==> src/rtl/bus_write_pkg.sv <==
// Shared definitions for the bus write unit: state encoding, bus direction
// constants and default bus widths.
package bus_write_pkg;

  localparam int ADDR_W_DEF = 16;
  localparam int DATA_W_DEF = 8;

  localparam logic RW_READ  = 1'b1;
  localparam logic RW_WRITE = 1'b0;

  typedef enum logic [2:0] {
    IDLE  = 3'd0,
    SETUP = 3'd1,
    DUMMY = 3'd2,
    WRITE = 3'd3,
    DONE  = 3'd4
  } state_t;

endpackage

==> src/rtl/bus_write_hold.sv <==
// Capture registers for the request address, write data and RMW old value.
// Synchronous active-low clear takes priority over load.
module bus_write_hold #(
  parameter int ADDR_W = 16,
  parameter int DATA_W = 8
) (
  input  logic              clk_i,
  input  logic              clr_n_i,
  input  logic              load_i,
  input  logic [ADDR_W-1:0] addr_i,
  input  logic [DATA_W-1:0] data_i,
  input  logic [DATA_W-1:0] old_i,
  output logic [ADDR_W-1:0] addr_o,
  output logic [DATA_W-1:0] data_o,
  output logic [DATA_W-1:0] old_o
);

  logic [ADDR_W-1:0] addr_q;
  logic [DATA_W-1:0] data_q;
  logic [DATA_W-1:0] old_q;

  always_ff @(posedge clk_i) begin
    if (!clr_n_i) begin
      addr_q <= '0;
      data_q <= '0;
      old_q  <= '0;
    end else if (load_i) begin
      addr_q <= addr_i;
      data_q <= data_i;
      old_q  <= old_i;
    end
  end

  assign addr_o = addr_q;
  assign data_o = data_q;
  assign old_o  = old_q;

endmodule

==> src/rtl/bus_write_unit.sv <==
// Bus write sequencer: SETUP, optional RMW dummy write, stallable WRITE, DONE pulse.
// Define BUS_WRITE_RMW_EN to build in the read-modify-write dummy write cycle.
//
// state | meaning
// IDLE  | waiting for start_WR, bus in read direction
// SETUP | address driven, still reading
// DUMMY | write of the unmodified old value (RMW builds only), never stalls
// WRITE | write of the new value, held while BUS_RDY is low
// DONE  | one-cycle completion pulse
module bus_write_unit
  import bus_write_pkg::*;
#(
  parameter int ADDR_W = ADDR_W_DEF,
  parameter int DATA_W = DATA_W_DEF
) (
  input  logic              FSM_Signal,
  input  logic              reset_n,
  input  logic              start_WR,
  input  logic [ADDR_W-1:0] IN_ADDR,
  input  logic [DATA_W-1:0] IN_DATA,
  input  logic              rmw_WR,
  input  logic [DATA_W-1:0] IN_OLD,
  input  logic              BUS_RDY,
  output logic [ADDR_W-1:0] BUS_ADDR,
  output logic [DATA_W-1:0] BUS_DATA,
  output logic              BUS_RW,
  output logic              busy_WR,
  output logic              done_WR
);

  state_t            state_q, state_d;
  logic [DATA_W-1:0] bus_data_q, bus_data_d;
  logic [DATA_W-1:0] data_hold, old_hold, old_src;
  logic              accept;
  logic              rmw_sel;

  assign accept = (state_q == IDLE) && start_WR;

`ifdef BUS_WRITE_RMW_EN
  logic rmw_q;

  always_ff @(posedge FSM_Signal) begin
    if (!reset_n)    rmw_q <= 1'b0;
    else if (accept) rmw_q <= rmw_WR;
  end

  assign rmw_sel = rmw_q;
  assign old_src = IN_OLD;
`else
  logic unused_rmw;

  assign unused_rmw = rmw_WR ^ (^IN_OLD);
  assign rmw_sel    = 1'b0;
  assign old_src    = '0;
`endif

  bus_write_hold #(
    .ADDR_W (ADDR_W),
    .DATA_W (DATA_W)
  ) u_hold (
    .clk_i   (FSM_Signal),
    .clr_n_i (reset_n),
    .load_i  (accept),
    .addr_i  (IN_ADDR),
    .data_i  (IN_DATA),
    .old_i   (old_src),
    .addr_o  (BUS_ADDR),
    .data_o  (data_hold),
    .old_o   (old_hold)
  );

  always_ff @(posedge FSM_Signal) begin
    if (!reset_n) begin
      state_q    <= IDLE;
      bus_data_q <= '0;
    end else begin
      state_q    <= state_d;
      bus_data_q <= bus_data_d;
    end
  end

  // bus_data_q remembers the last driven value so BUS_DATA holds between writes
  always_comb begin
    state_d    = state_q;
    bus_data_d = bus_data_q;
    BUS_RW     = RW_READ;
    busy_WR    = 1'b1;
    done_WR    = 1'b0;
    case (state_q)
      IDLE: begin
        busy_WR = 1'b0;
        if (start_WR) state_d = SETUP;
      end
      SETUP: begin
        state_d = rmw_sel ? DUMMY : WRITE;
      end
      DUMMY: begin
        BUS_RW     = RW_WRITE;
        bus_data_d = old_hold;
        state_d    = WRITE;
      end
      WRITE: begin
        BUS_RW     = RW_WRITE;
        bus_data_d = data_hold;
        if (BUS_RDY) state_d = DONE;
      end
      DONE: begin
        done_WR = 1'b1;
        state_d = IDLE;
      end
      default: begin
        busy_WR = 1'b0;
        state_d = IDLE;
      end
    endcase
  end

  assign BUS_DATA = bus_data_d;

endmodule

==> config.mk <==
export PLATFORM = sky130hd
export DESIGN_NAME = bus_write_unit
export DESIGN_NICKNAME = d
export VERILOG_FILES = /design/src/rtl/bus_write_pkg.sv /design/src/rtl/bus_write_hold.sv /design/src/rtl/bus_write_unit.sv
export SDC_FILE = /design/constraint.sdc
export NUM_CORES = 1
export LEC_CHECK = 0
export CAP_MARGIN = 20
export CORE_MARGIN = 4
export CORE_UTILIZATION = 37
export CTS_BUF_LIST = sky130_fd_sc_hd__clkbuf_16
export DETAILED_ROUTE_END_ITERATION = 8
export PLACE_DENSITY = 0.87
export SETUP_SLACK_MARGIN = 0.2
export SYNTH_ARGS = -nofsm -noshare
export SYNTH_HDL_FRONTEND = slang
export SYNTH_SLANG_ARGS = --single-unit
==> constraint.sdc <==
create_clock -name FSM_Signal -period 1.3 [get_ports FSM_Signal]
set_clock_uncertainty 0.1 [all_clocks]
set_input_delay 0.26 -clock FSM_Signal [delete_from_list [all_inputs] [get_ports FSM_Signal]]
set_output_delay 0.26 -clock FSM_Signal [all_outputs]
set_load 0.005 [all_outputs]
# --- Word-level counts from Yosys, hierarchy flattened ---
# Index checks and enable logic that the tools add are counted.
op_classes:
  n_addsub: 0
  n_mul: 0
  n_div: 0
  magnitude_cmp: 0
  eq_ne: 6
  shifts: 0
  muxes: 7
  n_bitwise: 0
  n_reduce_logical: 6
ops:
  columns: ["operator", "n"]
  rows:
  - ["8-bit case mux with 2 select lines", 1]
  - ["3-bit case mux with 3 select lines", 1]
  - ["3-bit by 2-bit equality test with 1-bit output (second input constant)", 2]
  - ["3-bit 2-to-1 mux", 2]
  - ["2-bit inequality test (second input constant)", 2]
  - ["2-bit OR reduction", 2]
  - ["4-bit OR reduction", 1]
  - ["3-bit by 1-bit equality test with 1-bit output (second input constant)", 1]
  - ["3-bit equality test (second input constant)", 1]
  - ["3-bit zero test", 1]
  - ["1-bit 2-to-1 mux", 3]
  - ["2-bit AND reduction", 1]
  - ["1-bit logical AND", 1]
word_totals:
  reg_bits: 35
  latchBits: 0
  ram_bits: 0
  mem_bits_ro: 0
  in_bits: 37
  output_inout_bits: 27
  elab_cells: 23
  n_memories: 0

# --- Logic depth before layout (Yosys ltp) ---
# Gate-level depths: netlist (run 1).
depth:
  word_depth: 3
  ltp_mapped: 5
  ltp_nobuf: 3

# --- Cells and area by module ---
# A second synthesis (run 1) with hierarchy kept.
hier_totals:
  cells_unflattened: 170
  area_unflattened_um2: 1853.0
by_module_without_submodules:
  columns: ["module", "n_inst", "cells_per_inst", "area_per_inst_um2", "seq_area_each_um2"]
  rows:
  - ["bus_write_hold", 1, 103, 1243.7, 640.6]
  - ["bus_write_unit", 1, 67, 609.3, 220.2]

# --- Worst setup path after synthesis (run 1) ---
# Ideal clock, no wire load.
synth_path:
  kind: "flip-flop to flip-flop"
  startpoint: "reg state_q[2]"
  endpoint: "reg u_hold.addr_q[6], in the netlist u_hold.addr_o[6]"
  setup_ps: 74
  arrival_ps: 1049
  t_required_ps: 1126
  path_slack_ps: 77
  stages_incl_launch_ff: 6
  n_path_buf: 2
  period_less_slack_ps: 1223
  cell_sequence: "dfxtp_1 -> nor4b_4 -> buf_6 -> buf_8 -> nand3_1 -> o21ai_0"
synth_between:
  elab_chain_cells: 2
synth_rtl:
  columns: ["element", "line_no", "source"]
  rows:
  - ["start, declared", "bus_write_unit.sv:31", "state_t state_q, state_d;"]
  - ["start signal, assigned", "bus_write_unit.sv:77", "state_q <= state_d;"]
  - ["3-bit zero test", "bus_write_unit.sv:37", "assign accept = (state_q == IDLE) && start_WR;"]
  - ["1-bit logical AND", "bus_write_unit.sv:37", null]
  - ["end signal, assigned", "bus_write_hold.sv:28", "addr_q <= addr_i;"]
  - ["end, declared", "bus_write_hold.sv:18", "logic [ADDR_W-1:0] addr_q;"]
# No other way between the ends.
# A chain may end at the register's enable or synchronous reset.

# --- Final worst setup path (run 1) ---
layout_path:
  startpoint: "reg state_q[1]"
  endpoint: "reg u_hold.addr_q[9], in the netlist u_hold.addr_o[9]"
# Same word-level chain as after synthesis.

==> results of run 1 <==
registers in the layout (all words and copies together), names as in the netlist:
| name | count |
|---|---|
| u_hold.addr_o | 16 |
| bus_data_q | 8 |
| u_hold.data_o | 8 |
| state_q | 3 |
power groups by stage:
stage          registers (mW)  clock network [mW]  logic [mW]
2_1_floorplan            1.19                   0       0.192
3_3_place_gp             1.19                   0       0.405
3_5_place_dp             1.20                   0       0.414
4_1_cts                  1.18                1.37       0.500
5_1_grt                  1.19                1.42       0.698
6_report                 1.18                1.35       0.650
worst min path at each step:
stage	depth (start not counted)	startpoint	slack (ns)	end
2_1_floorplan	2	IN_ADDR[10]	0.29	u_hold.addr_o[10]$_SDFFE_PN0P_
3_3_place_gp	2	u_hold.addr_o[6]$_SDFFE_PN0P_	0.33	u_hold.addr_o[6]$_SDFFE_PN0P_
3_5_place_dp	2	u_hold.addr_o[0]$_SDFFE_PN0P_	0.34	u_hold.addr_o[0]$_SDFFE_PN0P_
4_1_cts	3	reset_n	0.25	u_hold.data_o[6]$_SDFFE_PN0P_
5_1_grt	2	reset_n	0.27	bus_data_q[3]$_SDFF_PN0_
6_report	2	reset_n	0.26	bus_data_q[5]$_SDFF_PN0_
critical path, stage by stage, from the launching register on:
cell and delay, ns:
dfxtp_4 0.36, buf_6 0.12, buf_6 0.12, nor4b_4 0.33, buf_6 0.18, buf_6 0.11
clkbuf_16 0.14, o21ai_1 0.05
cell families (layout without fill, tap and decap cells):
family / after synthesis / count (layout)
AOI/OAI and AO/OA: 32 / 32
xor gates and xnor gates: 1 / 1
buffers and inverters: 15 / 92
DFF: 35 / 35
and+or+nand+nor: 83 / 83
area by class of cell:
class / instances / share of cell area [%]
Sequential cell: 35 / 28.47
Tap cell: 48 / 2.344
Clock buffer: 5 / 4.883
Multi-Input combinational cell: 116 / 30.27
Timing Repair Buffer: 84 / 32.32
Clock inverter: 3 / 1.709
layer usage:
| metal | vias to the layer above | GRT usage, % | part of all wire [%] |
|---|---|---|---|
| met5 | - | 0 | 0 |
| met4 | 0 | 8.298 | 2.0 |
| met3 | 7 | 5.362 | 5.4 |
| met2 | 38 | 27.86 | 54 |
| met1 | 683 | 16.65 | 39 |
| li1 | 720 | - | - |
timing repair:
item / CTS / global route
pin swaps: 16 / 21
buffers inserted: 6 / 4
setup endpoints to repair: 53 / 38
gates resized for setup: 146 / 54
gates cloned: 4 / 4
per-stage QoR:
stage	area (sq um)	worst slack, ns
2_1_floorplan	1419	0.08028
3_3_place_gp	2032	-0.3058
3_5_place_dp	2032	-0.3501
4_1_cts	2300	-0.2914
5_1_grt	2562	-0.3756
6_report	2562	-0.3220
cells in the final DEF (no fill, tap or decap), types with 16 or more instances in the layout:
cell	n
buf_2	25
buf_6	16
clkdlybuf4s50_1	26
dfxtp_1	16
dfxtp_2	17
nand2_1	29
nand3_1	21
o21ai_2	18
==> flow_metrics.tcl, run 1 <==
set metrics [dict create \
    gp_congestion 0.7630 \
    hpwlAfterDp_um 2334 \
    synth_nets 203 \
    fin_cells 291 \
    firstDrtPassIters 4 \
    seq_area_frac_synth_pct 49.78 \
    dp_cells 265 \
    p_switching_mw 0.7673 \
    antenna_found_initial 0 \
    synthArstFlopShare_pct 0 \
    post-route-period-util_pct 124.8 \
    num_vias 1448 \
    fin_hold_ws_ns 0.2594 \
    port-buffer-count 54 \
    ant_nets 0 \
    tns_ns -9.024 \
    clock_power_share_pct 42.5 \
    netlist_area_sq_um 1408 \
    fmax_ghz 0.6165 \
    synth.mux.area_fraction_pct 0 \
    finalNetCount 279 \
    wl_um 4507 \
    multiInputGateArea_sq_um 775.7 \
    layout-drive-gt1-share_pct 51.44 \
    syn_area_per_cell_sq_um 8.480 \
    p_seq_share_pct 37.1 \
    leakagePower_nw 1.100 \
    crit_fanout 6 \
    grt_pass1_wl_um 6051 \
    drt_iter0_drc 43 \
    slew_viol_final 0 \
    synth_flop_cell "dfxtp_1" \
    wire_per_inst_um 15.49 \
    die_area_sq_um 4855 \
    avgViaCountPerCell 4.976 \
    pwr-share-comb_pct 20.4 \
    synthTopCellsByArea "dfxtp_1, nand2_1, nand3_1" \
    synth_seq_cells 35 \
    drcViolationCount 0 \
    worst_slew_pin_slew_ns 0.2750 \
    hold_viol 0 \
    yosysTopAreaCell "dfxtp_1" \
    endpoint "u_hold.addr_o[9]$_SDFFE_PN0P_" \
    area_delta_synth_final_pct 82.04 \
    ios 64 \
    core_area_sq_um 3661 \
    period_needed_ns 1.622 \
    p_total_mw 3.187 \
    layout.area.seq_sq_um 729.5 \
    p_int_mw 2.419 \
    hold_path_class "in2reg" \
    synth-compound-area-share_pct 12.80 \
    nFillCells 298 \
    synth_top_area_share_pct 49.78 \
    cp-start-kind "flop" \
    synthTopCellsByCount "nand2_1, dfxtp_1, nand3_1" \
    row_count 22 \
    final_util_pct 69.99 \
    n_antenna_cell 0 \
    insertion_delay_ns 0.28 \
    synthAdderAreaFrac_pct 0 \
    r2r_end "u_hold.addr_o[9]$_SDFFE_PN0P_" \
    status "finished with violations" \
    globalRouteOverflowTotal 0 \
    synthSimpleGateAreaFrac_pct 29.60 \
    cts_tree "built" \
    cp.required_ns 1.37 \
    cts.clk_slew.worst_paths_ns 0.06 \
    rsz0062_at_grt "yes" \
    rrSetupSlack_ns -0.32 \
    yosysUniqueCellTypes 20 \
    synth_edf_count 0 \
    cts_max_level 2 \
    worstSetupEndpointType "flop" \
    cts_root_buffer "clkbuf_16" \
    worstSetupStartpoint "state_q[1]$_SDFFE_PN0P_" \
    synth_xor_area_share_pct 0.6222 \
    peakVddDrop_mv 0.8525 \
    maxCapViolCount 0 \
    die_y_um 69.68 \
    postLayoutSetupSlackWorst_ns -0.3220 \
    synth.most_common_cell "nand2_1" \
    r2r-start "state_q[1]$_SDFFE_PN0P_" \
    clock-sinks 35 \
    die_width_um 69.68 \
    finalSetupViolations 35 \
    synth_top_family_by_area "simple AND/OR/NAND/NOR gates" \
    start_util_pct 38.45 \
    p_per_area_nw_per_um2 1244 \
    grt_usage_pct 15.86 \
    yosysWarnings 0 \
    cts_hold_buf 0 \
    max_slew_margin_pct 81.59 \
    grt_max_degree 25 \
    numCtsBuffers 5 \
    worstPathArrival_ns 1.69 \
    r2r_cells 7 \
    crit_type "reg2reg" \
    violations "setup timing" \
    grt_pass1_vias 1315 \
    swShare_pct 24.08 \
    clockBufferDepth 2 \
    synthesis.instances 166 \
]
(Power assumes the default switching activity.)
==> run 2: changes to the inputs <==
- CORE_UTILIZATION: 37 -> 41
- PLACE_DENSITY: 0.87 -> 0.9
- SKIP_LAST_GASP: default -> 1
- clock period: 1.3 -> 1.8 ns (I/O delays scaled with it)
==> flow_metrics.tcl, run 2 (synthesis results as in run 1) <==
set metrics [dict create \
    layout-drive-gt1-share_pct 23.93 \
    wire_per_inst_um 13.26 \
    cp_slowest_cell "dfxtp_2" \
    n_antenna_cell 0 \
    p_per_area_nw_per_um2 856.6 \
    dp_cells 260 \
    cp.required_ns 1.34 \
    row_count 21 \
    post-route-period-util_pct 91.09 \
    cts_hold_buf 0 \
    hold_path_class "reg2reg" \
    slowest_delay_ns 0.36 \
    grt_pass1_vias 1189 \
    hold_path_depth 2 \
    grt_pass1_wl_um 5188 \
    peakVddDrop_mv 0.6124 \
    insertion_delay_ns 0.28 \
    pwr-share-comb_pct 17.4 \
    worstPathArrival_ns 1.18 \
    globalRouteOverflowTotal 0 \
    num_vias 1373 \
    r2r_cells 7 \
    fin_cells 280 \
    gp_congestion 0.7489 \
    core_area_sq_um 3337 \
    largest_reg_flops 16 \
    layout.area.seq_sq_um 709.4 \
    cts_root_buffer "clkbuf_16" \
    die_width_um 66.60 \
    cp-start-kind "flop" \
    most-common-layout-cells "clkdlybuf4s50_1, dfxtp_1, nand2_1" \
    drcViolationCount 0 \
    p_total_mw 1.992 \
    final_util_pct 69.70 \
    maxCapViolCount 0 \
    wl_um 3713 \
    cts_max_level 2 \
    clock-sinks 35 \
    leakagePower_nw 1.048 \
    finalNetCount 270 \
    finalSetupViolations 0 \
    crit_cells 5 \
    p_int_mw 1.519 \
    cp_top_family "flip-flops" \
    clock_power_share_pct 39.9 \
    hold_viol 0 \
    port-buffer-count 54 \
    avgViaCountPerCell 4.904 \
    swShare_pct 23.74 \
    ios 64 \
    p_seq_share_pct 42.7 \
    rrSetupSlack_ns 0.25 \
    period_needed_ns 1.640 \
    critical_path.cell_chain "nand2b_4 -> buf_12 -> nand2_4 -> nand2_2 -> buf_2" \
    fmax_ghz 0.6099 \
    clockBufferDepth 2 \
    ant_nets 0 \
    cts_tree "built" \
    tns_ns 0 \
    antenna_found_initial 0 \
    hpwlAfterDp_um 2150 \
    slew_viol_final 0 \
    worst_slew_pin_slew_ns 0.2202 \
    cp_num_buf_inv 2 \
    layout_commonest_cell "clkdlybuf4s50_1" \
    numCtsBuffers 5 \
    die_y_um 66.60 \
    drt_iter0_drc 69 \
    rsz0062_at_grt "yes" \
    multiInputGateArea_sq_um 688.2 \
    start_util_pct 42.18 \
    crit_type "reg2out" \
    cts.clk_slew.worst_paths_ns 0.05 \
    max_slew_margin_pct 85.32 \
    grt_max_degree 58 \
    nFillCells 278 \
    p_switching_mw 0.4731 \
    area_delta_synth_final_pct 65.24 \
    firstDrtPassIters 4 \
    status "finished clean" \
    crit_fanout 7 \
    grt_usage_pct 15.93 \
    die_area_sq_um 4435 \
    worstSetupEndpointType "output port" \
]
[run 2: metrics by stage]
step	hold WS, ns	instance area [sq um]	setup WS (ns)
2_1_floorplan	0.3284	1408	0.5363
3_3_place_gp	0.3375	1979	0.05516
3_5_place_dp	0.3456	1979	0.03445
4_1_cts	0.3573	2158	0.1256
5_1_grt	0.3735	2326	0.1210
6_report	0.3502	2326	0.1605
[run 2: area by class of cell]
type                            instances  share of cell area [%]
Timing Repair Buffer                   75                   31.58
Sequential cell                        35                   30.50
Multi-Input combinational cell        116                   29.59
Clock buffer                            5                   5.379
Tap cell                               46                   2.474
Clock inverter                          3                  0.4841
[run 2: path summary, 6_finish.rpt]
kind / start / to
max reg2reg: state_q[0]$_SDFFE_PN0P_ / u_hold.addr_o[9]$_SDFFE_PN0P_
min reg2reg: u_hold.addr_o[8]$_SDFFE_PN0P_ / u_hold.addr_o[8]$_SDFFE_PN0P_
max: state_q[2]$_SDFFE_PN0P_ / BUS_DATA[1]
min: u_hold.addr_o[8]$_SDFFE_PN0P_ / u_hold.addr_o[8]$_SDFFE_PN0P_
[run 2: timing repair]
action                                  in CTS  in global routing
hold endpoints to repair                     0                  0
setup buffers                                3                  6
pin swaps                                    9                 13
gates resized for setup                     40                 57
cloned                                       0                  3
endpoints found under the setup margin      11                 42
[run 2: power by group through the flow]
| stage | clock, mW | combinational (mW) | sequential [mW] |
|---|---|---|---|
| 6_report | 0.795 | 0.347 | 0.850 |
| 2_1_floorplan | 0 | 0.130 | 0.862 |
| 3_5_place_dp | 0 | 0.276 | 0.864 |
| 3_3_place_gp | 0 | 0.270 | 0.863 |
| 4_1_cts | 0.806 | 0.295 | 0.848 |
| 5_1_grt | 0.853 | 0.377 | 0.855 |
[run 2: worst min-delay path, cell delays in order, from the launching register on]
cell and delay (ns):
dfxtp_1 0.30, nand2_1 0.05, o21ai_1 0.05
[run 2: routing by layer]
metal,wire length [um],vias up,global-route usage (%)
li1,-,699,-
met1,1473,632,17.74
met2,1939,35,25.50
met3,225,7,5.902
met4,74,0,9.898
met5,0,-,0
==> run 3: changes to the inputs <==
- CORE_UTILIZATION: 41 -> 45
- DONT_BUFFER_PORTS: default -> 1
- PLACE_DENSITY: 0.9 -> 0.71
- SLEW_MARGIN: default -> 20
==> flow_metrics.tcl, run 3 (synthesis results as in run 1) <==
set metrics [dict create \
    worstPathArrival_ns 1.09 \
    largest_reg_flops 16 \
    p_per_area_nw_per_um2 1124 \
    layout_commonest_cell "nand2_1" \
    fmax_ghz 0.6468 \
    postLayoutSetupSlackWorst_ns 0.2539 \
    crit_type "reg2out" \
    ant_nets 0 \
    die_y_um 63.93 \
    finalSetupViolations 0 \
    hpwlAfterDp_um 1973 \
    tns_ns 0 \
    grt_pass1_wl_um 4899 \
    worst_slew_pin_slew_ns 0.2686 \
    leakagePower_nw 0.5847 \
    drt_iter0_drc 84 \
    clock-sinks 35 \
    ios 64 \
    clockBufferDepth 2 \
    numCtsBuffers 5 \
    most-common-layout-cells "nand2_1, dfxtp_1, nand3_1" \
    cts_hold_buf 0 \
    final_util_pct 52.07 \
    gp_congestion 0.6517 \
    worstSetupEndpointType "output port" \
    row_count 20 \
    post-route-period-util_pct 85.89 \
    nFillCells 288 \
    cts_root_buffer "clkbuf_16" \
    fin_hold_ws_ns 0.1174 \
    hold_viol 0 \
    area_delta_synth_final_pct 12.00 \
    crit_fanout 8 \
    r2r_cells 5 \
    die_area_sq_um 4087 \
    wl_um 2913 \
    drcViolationCount 0 \
    globalRouteOverflowTotal 0 \
    grt_usage_pct 15.75 \
    dp_slack_ns 0.2853 \
    cp-start-kind "flop" \
    hold_path_class "in2reg" \
    grt_pass1_vias 1072 \
    avgViaCountPerCell 5.332 \
    cts_max_level 2 \
    cp.required_ns 1.34 \
    finalNetCount 200 \
    peakVddDrop_mv 0.4733 \
    start_util_pct 46.49 \
    slew_viol_final 0 \
    num_vias 1109 \
    port-buffer-count 0 \
    status "finished clean" \
    die_width_um 63.93 \
    n_antenna_cell 0 \
    firstDrtPassIters 4 \
    rsz0062_at_grt "no" \
    maxCapViolCount 0 \
    max_slew_margin_pct 82.02 \
    grt_max_degree 58 \
    cts_tree "built" \
    antenna_found_initial 0 \
    cts.clk_slew.worst_paths_ns 0.05 \
    layout-drive-gt1-share_pct 9.756 \
    core_area_sq_um 3028 \
    period_needed_ns 1.546 \
    hold_path_depth 2 \
    insertion_delay_ns 0.28 \
    wire_per_inst_um 14.00 \
]
run 3: cell types whose count changed in the layout (fill, tap and decap cells not counted), moves of 2 or more:
cell | before | now
nand2_1 | 27 | 40
clkbuf_2 | 2 | 0
buf_2 | 8 | 0
buf_12 | 3 | 1
nand2_2 | 6 | 0
o21ai_1 | 4 | 2
dlymetal6s2s_1 | 7 | 0
buf_4 | 10 | 2
o21ai_0 | 20 | 22
clkdlybuf4s50_1 | 35 | 0
buf_6 | 9 | 2
nand2_4 | 7 | 0
run 3: report_power, final:
part           switching, mW  leakage (nW)  internal [mW]
clock network          0.290        0.0701          0.496
registers             0.0446         0.287          0.821
logic                 0.0680         0.227         0.0514
run 3: per-stage QoR:
stage | std cells | total power, mW | instance area [sq um]
finish | 208 | 1.771 | 1577
global route | 208 | 1.868 | 1577
CTS | 206 | 1.797 | 1546
detailed placement | 198 | 0.9933 | 1396
global placement | 198 | 0.9836 | 1396
floorplan | 166 | 0.9924 | 1408
run 3: final timing paths:
path / from / endpoint / slack (ns)
worst max-delay path: state_q[1]$_SDFFE_PN0P_ / BUS_DATA[5] / 0.25
worst min-delay path: IN_DATA[7] / u_hold.data_o[7]$_SDFFE_PN0P_ / 0.12
worst max register to register: state_q[2]$_SDFFE_PN0P_ / u_hold.addr_o[7]$_SDFFE_PN0P_ / 0.36
worst min register to register: u_hold.data_o[0]$_SDFFE_PN0P_ / u_hold.data_o[0]$_SDFFE_PN0P_ / 0.35
run 3: layout make-up:
type                    count  area (sq um)  area share (%)
clock buffers               5         125.1           7.937
clock inverters             3         11.26          0.7143
multi-input cells         116         615.6           39.05
flip-flops and latches     35         711.9           45.16
well taps                  44         55.05           3.492
repair buffers              5         57.56           3.651
run 3: what timing repair did:
action,in CTS,in global routing
gates resized for setup,6,5
buffers inserted,0,2
pin swaps,0,1
endpoints found under the setup margin,10,9
run 3: routing by layer:
metal	up-vias	wire length (um)	GRT usage (%)
li1	560	-	-
met1	501	1149	15.92
met2	41	1387	25.81
met3	7	311	8.787
met4	0	64	8.086
met5	-	0	0
run 3: worst max-delay path, stage by stage (launching register included):
cell,delay (ns)
dfxtp_4,0.42
buf_6,0.15
nand4b_1,0.13
nand2_1,0.12
